File: src/rtl/edge_check_top.sv
// edge_check_top: synchronise, glitch-filter and edge-detect an async input, emitting stretched pulses
module edge_check_top #(
  parameter int SYNC_STAGES   = 2,
  parameter int FILTER_CYCLES = 4,
  parameter int EDGE_MODE     = 0,
  parameter int PULSE_CYCLES  = 1
) (
  input  logic sys_clk,
  input  logic sys_rst,
  input  logic signal_in,
  output logic signal_out
);
  localparam int PW = $clog2(PULSE_CYCLES + 1);
  logic [SYNC_STAGES-1:0] sync;
  logic s, filt, filt_d, rise, fall, hit;
  logic [PW-1:0] pcnt;
  assign s = sync[SYNC_STAGES-1];
  always_ff @(posedge sys_clk)
    sync <= sys_rst ? '0 : {sync[SYNC_STAGES-2:0], signal_in};
  generate
    if (FILTER_CYCLES == 0) begin : g_byp
      assign filt = s;
    end else begin : g_flt
      localparam int FW = $clog2(FILTER_CYCLES + 1);
      logic [FW-1:0] cnt;
      logic filt_q;
      always_ff @(posedge sys_clk)
        if (sys_rst) begin
          cnt <= '0;
          filt_q <= 1'b0;
        end else if (s == filt_q) cnt <= '0;
        else if (cnt == FW'(FILTER_CYCLES - 1)) begin
          filt_q <= s;
          cnt <= '0;
        end else cnt <= cnt + FW'(1);
      assign filt = filt_q;
    end
  endgenerate
  always_ff @(posedge sys_clk)
    filt_d <= sys_rst ? 1'b0 : filt;
  always_comb begin
    rise = filt & ~filt_d;
    fall = ~filt & filt_d;
    hit = EDGE_MODE == 0 ? rise : EDGE_MODE == 1 ? fall : (rise | fall);
  end
  always_ff @(posedge sys_clk)
    if (sys_rst) begin
      signal_out <= 1'b0;
      pcnt <= '0;
    end else if (hit) begin
      signal_out <= 1'b1;
      pcnt <= PW'(PULSE_CYCLES - 1);
    end else if (pcnt != '0) pcnt <= pcnt - PW'(1);
    else signal_out <= 1'b0;
endmodule

File: config.mk
export PLATFORM = sky130hd
export DESIGN_NAME = edge_check_top
export DESIGN_NICKNAME = d
export VERILOG_FILES = /design/src/rtl/edge_check_top.sv
export SDC_FILE = /design/constraint.sdc
export NUM_CORES = 1
export LEC_CHECK = 0
export CORE_AREA = 2 2 39 41
export DETAILED_ROUTE_END_ITERATION = 7
export DIE_AREA = 0 0 41 43
export HOLD_SLACK_MARGIN = 0.12
export PLACE_DENSITY_LB_ADDON = 0.25
export RECOVER_POWER = 100
export SETUP_SLACK_MARGIN = 0.2
export SYNTH_ARGS = -nofsm -noshare
export SYNTH_HDL_FRONTEND = slang
export SYNTH_SLANG_ARGS = --single-unit
File: constraint.sdc
create_clock -name sys_clk -period 0.95 [get_ports sys_clk]
set_input_delay 0.095 -clock sys_clk [delete_from_list [all_inputs] [get_ports sys_clk]]
set_output_delay 0.095 -clock sys_clk [all_outputs]
set_load 0.05 [all_outputs]
==> results of run 1 <==
## cells in the mapped netlist, drive strengths merged
master / n
a21oi: 1
conb: 1
dfxtp: 9
ha: 2
inv: 1
mux2i: 1
nand2: 1
nand2b: 1
nor2: 1
nor2b: 3
nor4: 2
nor4b: 1
xnor2: 1
## flip-flops by register name (all words and copies together) (netlist names)
register    count
signal_out      1
g_flt.cnt       3
pcnt            1
filt_d          1
sync            2
filt            1
## worst max path at each step
stage | end | cells after the start | slack, ns
after floorplan | g_flt.cnt[2] | 3 | -0.002
after global placement | g_flt.cnt[2] | 3 | -0.02
after detailed placement | g_flt.cnt[2] | 3 | -0.07
after CTS | g_flt.cnt[1] | 3 | -0.06
after global routing | g_flt.cnt[0] | 3 | -0.11
final | g_flt.cnt[0] | 3 | -0.04
## logic make-up after synthesis
kind of cell	after synthesis	synth area share [%]
DFF	9	60.8
and+or+nand+nor	9	20.3
adders and majority gates	2	8.44
other	1	1.26
AOI/OAI and AO/OA	1	1.69
xor gates and xnor gates	1	2.95
muxes	1	3.38
buffers and inverters	1	1.26
## power breakdown
| part | total [uW] | switching, uW | internal [uW] |
|---|---|---|---|
| Combinational | 31.2 | 14.5 | 16.7 |
| Sequential | 389 | 4.21 | 385 |
| Clock | 293 | 138 | 155 |
## critical path, cell delays in order, from the launching register on
cell,delay [ns]
dfxtp_2,0.33
ha_4,0.16
ha_4,0.18
nor4_2,0.23
## layer usage
metal	GRT usage (%)	up-vias	part of all wire [%]
met5	0	-	0
met4	8.00	0	0
met2	10.0	3	58
met1	6.19	92	39
li1	-	101	-
met3	1.57	0	2.8
## layout make-up
| cell class | instances | area, um^2 | share of cell area (%) |
|---|---|---|---|
| clock inverters | 1 | 5.00 | 1.07 |
| repair buffers | 5 | 57.6 | 12.3 |
| inverters | 1 | 3.75 | 0.804 |
| clock buffers | 3 | 22.5 | 4.83 |
| multi-input cells | 15 | 175 | 37.5 |
| well taps | 16 | 20.0 | 4.29 |
| flip-flops and latches | 9 | 183 | 39.1 |
## cell usage in the layout (no fill, tap or decap), types with 2 or more instances in the layout
| cell type | Yosys | layout |
|---|---|---|
| dfxtp_1 | 9 | 7 |
| nor2b_1 | 3 | 3 |
| ha_4 | 0 | 2 |
| buf_4 | 0 | 2 |
| dfxtp_2 | 0 | 2 |
| clkbuf_4 | 0 | 3 |
## metrics by stage
step | utilization (%) | power [uW] | instances
6_report | 33.7 | 714 | 50
2_1_floorplan | - | 403 | 25
5_1_grt | 33.7 | 745 | 50
3_5_place_dp | 28.4 | 421 | 45
3_3_place_gp | 28.4 | 420 | 45
4_1_cts | 31.5 | 727 | 49
## repair_timing
| action | in CTS | in global routing |
|---|---|---|
| endpoints found under the setup margin | 5 | 9 |
| hold buffers | 0 | 0 |
| gates resized for setup | 2 | 5 |
| buffers inserted | 0 | 1 |
| pin swaps | 2 | 2 |
| endpoints found under the hold margin | 0 | 0 |
==> flow_metrics.py, run 1 <==
metrics = {
    "run_status": {
        "status": "finished with violations",
        "violations": "setup timing",
    },
    "place": {
        "post-place-ws_ns": -0.0701,
        "io_buffers": 3,
        "dp_hpwl_um": 336,
        "placed_area_um2": 393,
        "globalplace.congestion": 0.549,
    },
    "power": {
        "leakage_uw": 0.000165,
        "power_density_nw_per_um2": 1530,
        "max-vdd-ir-drop_mv": 0.670,
    },
    "timing": {
        "fin_worst_skew_ns": 0.00786,
        "finalSetupTns_ns": -0.124,
        "rsz0062_at_grt": "yes",
        "worst_hold_slack_ns": 0.213,
        "fmax_ghz": 1.01,
        "drv_slew": 0,
        "min_period_ns": 0.993,
        "finalSetupViolations": 4,
        "hold_viol": 0,
        "setup_ws_ns": -0.0427,
        "finalCritPeriodShare_pct": 104,
    },
    "finish": {
        "nFillCells": 137,
        "nNetsFinal": 40,
        "design_area_um2": 467,
        "drive_gt1_share_pct": 44.1,
        "synthToLayoutAreaGrowth_pct": 57.4,
        "antenna_cells": 0,
    },
    "run": {
        "maxCapViolCount": 0,
    },
    "min_path": {
        "min_to": "g_flt.cnt[0]",
        "min-delay-start": "sys_rst",
        "hp-class": "in2reg",
        "hold_depth": 2,
    },
    "floorplan": {
        "dieHeight_um": 43,
        "initial_utilization_pct": 21.4,
        "core_area_um2": 1380,
        "fp.dieW_um": 41,
        "ios": 4,
        "rows": 14,
        "dieArea_um2": 1760,
    },
    "synthesis": {
        "synthCells": 25,
        "synth_top_area_share_pct": 60.8,
        "synth.avg_cell_area_um2": 11.9,
        "seq_area_frac_synth_pct": 60.8,
        "yosysTopAreaCell": "dfxtp_1",
        "synth_area_leaders": "dfxtp_1 (61%), ha_1 (8.4%), nor2b_1 (6.3%)",
        "syn_area_um2": 297,
        "synth-seq-cells": 9,
        "ys.warnings.count": 0,
        "synth_fp_nets": 30,
        "synth_cell_types": 13,
    },
    "drt": {
        "drc": 0,
        "ant_nets": 0,
        "avgRoutedWirePerCell_um": 10.1,
        "vias_per_cell": 3.92,
        "via_count": 196,
        "wl_um": 506,
        "dr.pass1.iters": 1,
        "first_iter_violations": 0,
    },
    "critical_path": {
        "startpoint": "g_flt.cnt[0]",
        "worst_setup_path_end_kind": "register",
        "startpoint_type": "register",
        "setup.worst_path.class": "reg2reg",
        "crit_required_ns": 1.12,
        "reg2reg_slack_ns": -0.04,
        "reg2reg_from": "g_flt.cnt[0]",
        "r2r_end": "g_flt.cnt[0]",
        "crit_fanout": 4,
        "cp_data_arrival_time_ns": 1.16,
        "reg2regPathDepth": 3,
    },
    "cts": {
        "cts_buffer_depth": 2,
        "cts.clk_slew.worst_paths_ns": 0.06,
        "cts-buffers-inserted": 3,
        "root_buffer": "clkbuf_4",
        "cts_tree": "yes",
        "cts_num_sinks": 9,
        "clk_latency_ns": 0.26,
        "cts-htree-levels": 1,
    },
    "grt": {
        "grt.total_usage_pct": 6.65,
        "antenna_found_initial": 0,
        "grt_pass1_wl_um": 731,
        "grt_max_degree": 7,
        "grt_overflow": 0,
        "first_global_vias": 202,
    },
}
Power figures use the tool's default switching activity.
==> run 2, diff against run 1 <==
--- a/config.mk
+++ b/config.mk
@@ -8,6 +8,7 @@
 export CORE_AREA = 2 2 39 41
 export DETAILED_ROUTE_END_ITERATION = 7
 export DIE_AREA = 0 0 41 43
+export GPL_TIMING_DRIVEN = 0
 export HOLD_SLACK_MARGIN = 0.12
 export PLACE_DENSITY_LB_ADDON = 0.25
 export RECOVER_POWER = 100
==> run 2 against run 1 <==
Compared with the run above:
- the run still ends with setup timing left
- die area unchanged
- critical path depth unchanged
- clock power about the same
- clock-buffer cell count unchanged
- design area down 4.8%
- worst setup slack worse by 0.0063 ns
- power down 0.73%
- first-iteration DRC count unchanged
- critical endpoint is now g_flt.cnt[2]
==> flow_metrics.py, run 2 (synthesis results as in run 1) <==
metrics = {
    "floorplan": {
        "fp.dieW_um": 41,
        "rows": 14,
        "dieHeight_um": 43,
        "ios": 4,
        "dieArea_um2": 1760,
        "initial_utilization_pct": 21.4,
        "core_area_um2": 1380,
    },
    "power": {
        "p_sw_share_pct": 21.6,
        "p_total_uw": 709,
        "max-vdd-ir-drop_mv": 0.657,
        "power.share.sequential_pct": 54.9,
        "p_int_uw": 555,
        "power.switching_uw": 153,
        "power_density_nw_per_um2": 1600,
        "leakage_uw": 0.000150,
        "clockPowerShare_pct": 41.2,
        "power_frac_comb_pct": 3.9,
    },
    "cts": {
        "cts-htree-levels": 1,
        "cts_buffer_depth": 2,
        "holdBufCountCts": 0,
        "cts_num_sinks": 9,
        "cts.clk_slew.worst_paths_ns": 0.06,
        "clk_latency_ns": 0.26,
        "cts_tree": "yes",
        "root_buffer": "clkbuf_4",
        "cts-buffers-inserted": 3,
    },
    "finish": {
        "largest_register_ffs": 3,
        "drive_gt1_share_pct": 45.5,
        "synthToLayoutAreaGrowth_pct": 49.8,
        "final_cell_mix": "dfxtp_1 (6), nor2b_1 (3), clkbuf_4 (3), dfxtp_2 (3)",
        "top_register": "g_flt.cnt",
        "final_util_pct": 32.1,
        "nNetsFinal": 39,
        "finalNonFillerCells": 49,
        "nFillCells": 143,
        "final_common_cell": "dfxtp_1",
        "antenna_cells": 0,
        "reg_top3": "g_flt.cnt x3, sync x2",
    },
    "critical_path": {
        "reg2regPathDepth": 3,
        "crit_required_ns": 1.13,
        "cp_data_arrival_time_ns": 1.17,
        "r2r_end": "g_flt.cnt[2]",
        "startpoint_type": "register",
        "crit_fanout": 2,
        "reg2reg_slack_ns": -0.05,
        "worst_setup_path_end_kind": "register",
        "reg2reg_from": "g_flt.cnt[0]",
        "setup.worst_path.class": "reg2reg",
    },
    "drt": {
        "drc": 0,
        "avgRoutedWirePerCell_um": 8.55,
        "via_count": 196,
        "wl_um": 419,
        "first_iter_violations": 0,
        "ant_nets": 0,
        "vias_per_cell": 4.00,
        "dr.pass1.iters": 1,
    },
    "grt": {
        "grt.total_usage_pct": 6.85,
        "grt_max_degree": 9,
        "grt_overflow": 0,
        "first_global_vias": 206,
        "antenna_found_initial": 0,
        "grt_pass1_wl_um": 731,
    },
    "min_path": {
        "min-delay-start": "signal_in",
        "hold_depth": 2,
        "min_to": "sync[0]",
        "hp-class": "in2reg",
    },
    "place": {
        "dp_hpwl_um": 308,
        "io_buffers": 3,
        "place_inst": 44,
        "globalplace.congestion": 0.550,
    },
    "timing": {
        "setup_ws_ns": -0.0490,
        "hold_viol": 0,
        "rsz0062_at_grt": "yes",
        "drv_slew": 0,
        "finalSetupViolations": 3,
        "finalSetupTns_ns": -0.128,
        "min_period_ns": 0.999,
        "worst_hold_slack_ns": 0.396,
        "fin_worst_skew_ns": 0.00473,
        "finalCritPeriodShare_pct": 105,
        "fmax_ghz": 1.00,
    },
    "run": {
        "maxCapViolCount": 0,
    },
    "run_status": {
        "violations": "setup timing",
        "status": "finished with violations",
    },
}
-- run 2: changes by cell type in the layout (fill, tap and decap cells not counted), sizes merged --
| cell | delta |
|---|---|
| buf | -1 |
| clkdlybuf4s50 | +2 |
| dlygate4sd3 | -1 |
| dlymetal6s2s | -1 |
-- run 2: what timing repair did --
item,CTS,global route
pin swaps,1,2
resized for setup,11,1
endpoints found under the hold margin,0,0
buffers inserted,1,0
endpoints found under the setup margin,5,6
-- run 2: final cells by class --
type | instances | area [um^2] | area share (%)
multi-input combinational | 15 | 166 | 37.5
inverter | 1 | 3.75 | 0.845
clock inverter | 1 | 5.00 | 1.13
clock buffer | 3 | 22.5 | 5.07
timing repair buffer | 4 | 42.5 | 9.58
tap | 16 | 20.0 | 4.51
sequential | 9 | 184 | 41.4
-- run 2: metrics by stage --
stage	setup slack, ns	cell area [um^2]
5_1_grt	-0.0845	444
2_1_floorplan	-0.00161	325
4_1_cts	-0.0551	435
6_report	-0.0490	444
3_3_place_gp	-0.239	375
3_5_place_dp	-0.240	375
-- run 2: worst max path at each step --
stage,end,slack [ns],startpoint,depth (start not counted)
floorplan,g_flt.cnt[2],-0.002,g_flt.cnt[0],3
global placement,signal_out,-0.24,signal_out,1
detailed placement,signal_out,-0.24,signal_out,1
CTS,g_flt.cnt[0],-0.06,g_flt.cnt[0],3
global route,filt,-0.08,g_flt.cnt[0],4
finish,g_flt.cnt[2],-0.05,g_flt.cnt[0],3
-- run 2: critical path: stages (launching register included) --
cell	delay [ns]
dfxtp_2	0.33
ha_4	0.16
ha_4	0.20
nor4_2	0.23
-- run 2: metal layers --
metal  up-vias  GRT usage, %  wire length (um)
li1         98             -                 -
met4         0          10.0                33
met1        89          6.19               154
met5         -             0                 0
met2         6          9.69               212
met3         3          1.57                18
-- run 2: power by group through the flow --
stage | logic [uW] | clock network, uW | registers (uW)
finish | 27.4 | 292 | 389
global route | 30.0 | 320 | 389
CTS | 25.3 | 309 | 389
detailed placement | 20.6 | 0 | 397
global placement | 20.0 | 0 | 397
floorplan | 6.96 | 0 | 396
==> run 3, diff against run 2 <==
==> constraint.sdc (replaced) <==
create_clock -name sys_clk -period 0.95 [get_ports sys_clk]
set_input_delay 0.19 -clock sys_clk [delete_from_list [all_inputs] [get_ports sys_clk]]
set_output_delay 0.19 -clock sys_clk [all_outputs]
set_load 0.05 [all_outputs]
==> run 3 against run 2 <==
Compared with the run above:
- the run still ends with setup timing left
- non-clock buffer count is the same
- clock skew is essentially flat
- clock power hardly changed
- register-to-register slack hardly changed
- worst setup slack gained 0.00050 ns
- combinational power decreased by 18%
- utilization is 0.72 points lower
- flip-flop and latch count unchanged
- die area stayed put
- routed wire length is 0.48% higher
- power fell by 0.66%
- highest routed layer unchanged
==> flow_metrics.py, run 3 (synthesis results as in run 1) <==
metrics = {
    "power": {
        "p_total_uw": 704,
        "power_frac_comb_pct": 3.2,
        "p_int_uw": 552,
        "p_sw_share_pct": 21.5,
        "power_density_nw_per_um2": 1620,
        "power.share.sequential_pct": 55.3,
        "clockPowerShare_pct": 41.5,
        "power.switching_uw": 151,
        "leakage_uw": 0.000151,
        "max-vdd-ir-drop_mv": 0.657,
    },
    "finish": {
        "nNetsFinal": 39,
        "final_util_pct": 31.4,
        "reg_top3": "g_flt.cnt x3, sync x2",
        "final_cell_mix": "dfxtp_1 (6), nor2b_1 (3), clkbuf_4 (3), dfxtp_2 (3)",
        "largest_register_ffs": 3,
        "drive_gt1_share_pct": 45.5,
        "design_area_um2": 434,
        "antenna_cells": 0,
        "final_common_cell": "dfxtp_1",
        "synthToLayoutAreaGrowth_pct": 46.4,
        "top_register": "g_flt.cnt",
    },
    "cts": {
        "root_buffer": "clkbuf_4",
        "cts-htree-levels": 1,
        "cts.clk_slew.worst_paths_ns": 0.06,
        "cts_tree": "yes",
        "cts_num_sinks": 9,
        "holdBufCountCts": 0,
        "cts-buffers-inserted": 3,
        "cts_buffer_depth": 2,
        "clk_latency_ns": 0.26,
    },
    "timing": {
        "fmax_ghz": 1.00,
        "fin_worst_skew_ns": 0.00473,
        "rsz0062_at_grt": "yes",
        "drv_slew": 0,
        "finalSetupViolations": 3,
        "hold_viol": 0,
        "finalCritPeriodShare_pct": 105,
        "setup_ws_ns": -0.0485,
        "min_period_ns": 0.999,
        "finalSetupTns_ns": -0.124,
    },
    "drt": {
        "drc": 0,
        "wl_um": 421,
        "dr.pass1.iters": 1,
        "ant_nets": 0,
        "via_count": 194,
        "first_iter_violations": 0,
        "vias_per_cell": 3.96,
        "avgRoutedWirePerCell_um": 8.59,
    },
    "grt": {
        "antenna_found_initial": 0,
        "grt_max_degree": 9,
        "first_global_vias": 206,
        "grt_pass1_wl_um": 731,
        "grt.total_usage_pct": 6.85,
        "grt_overflow": 0,
    },
    "critical_path": {
        "startpoint_type": "register",
        "setup.worst_path.class": "reg2reg",
        "worst_setup_path_end_kind": "register",
        "cp_data_arrival_time_ns": 1.16,
        "crit_fanout": 4,
        "reg2reg_slack_ns": -0.05,
        "crit_required_ns": 1.12,
        "reg2regPathDepth": 3,
    },
    "floorplan": {
        "initial_utilization_pct": 21.4,
        "ios": 4,
        "dieHeight_um": 43,
        "fp.dieW_um": 41,
        "rows": 14,
        "core_area_um2": 1380,
        "dieArea_um2": 1760,
    },
    "place": {
        "placed_area_um2": 375,
        "io_buffers": 3,
        "globalplace.congestion": 0.550,
        "dp_hpwl_um": 308,
    },
    "run_status": {
        "status": "finished with violations",
        "violations": "setup timing",
    },
    "min_path": {
        "hold_depth": 2,
        "hp-class": "in2reg",
    },
    "run": {
        "maxCapViolCount": 0,
    },
}
-- run 3: power by group through the flow --
stage | Combinational [uW] | Clock [uW] | Sequential [uW]
2_1_floorplan | 6.96 | 0 | 396
3_3_place_gp | 20.0 | 0 | 397
3_5_place_dp | 20.6 | 0 | 397
4_1_cts | 23.7 | 309 | 389
5_1_grt | 25.3 | 320 | 389
6_report | 22.6 | 292 | 389
-- run 3: critical path, stage by stage, from the launching register on --
cell	delay, ns
dfxtp_2	0.33
ha_4	0.16
ha_4	0.17
nor4_2	0.25
-- run 3: repair_timing --
item | 4_1_cts | 5_1_grt
setup buffers | 1 | 0
pin swaps | 1 | 2
setup endpoints to repair | 8 | 5
gates resized for setup | 12 | 0
-- run 3: worst paths after layout --
| check | start | end |
|---|---|---|
| worst min-delay path | sys_rst | filt |
| worst max register to register | g_flt.cnt[0] | g_flt.cnt[0] |
| worst max-delay path | g_flt.cnt[0] | g_flt.cnt[0] |
| worst min register to register | pcnt | signal_out |
-- run 3: per-layer routing --
| metal | track usage, % | wire [um] |
|---|---|---|
| met1 | 6.19 | 158 |
| met3 | 1.57 | 18 |
| met4 | 10.0 | 33 |
| met2 | 9.69 | 210 |
| met5 | 0 | 0 |
-- run 3: through the flow --
step / hold slack, ns / cells / worst slack, ns
4_1_cts: 0.420 / 49 / -0.0543
5_1_grt: 0.447 / 49 / -0.0938
2_1_floorplan: 0.252 / 25 / -0.00161
3_3_place_gp: 0.423 / 44 / -0.334
6_report: 0.418 / 49 / -0.0485
3_5_place_dp: 0.430 / 44 / -0.335
-- run 3: final cells by class --
cell class              instances  area (um^2)
flip-flops and latches          9          184
clock inverters                 1         5.00
inverters                       1         3.75
repair buffers                  4         41.3
fillers                       144          950
clock buffers                   3         22.5
well taps                      16         20.0
multi-input cells              15          158
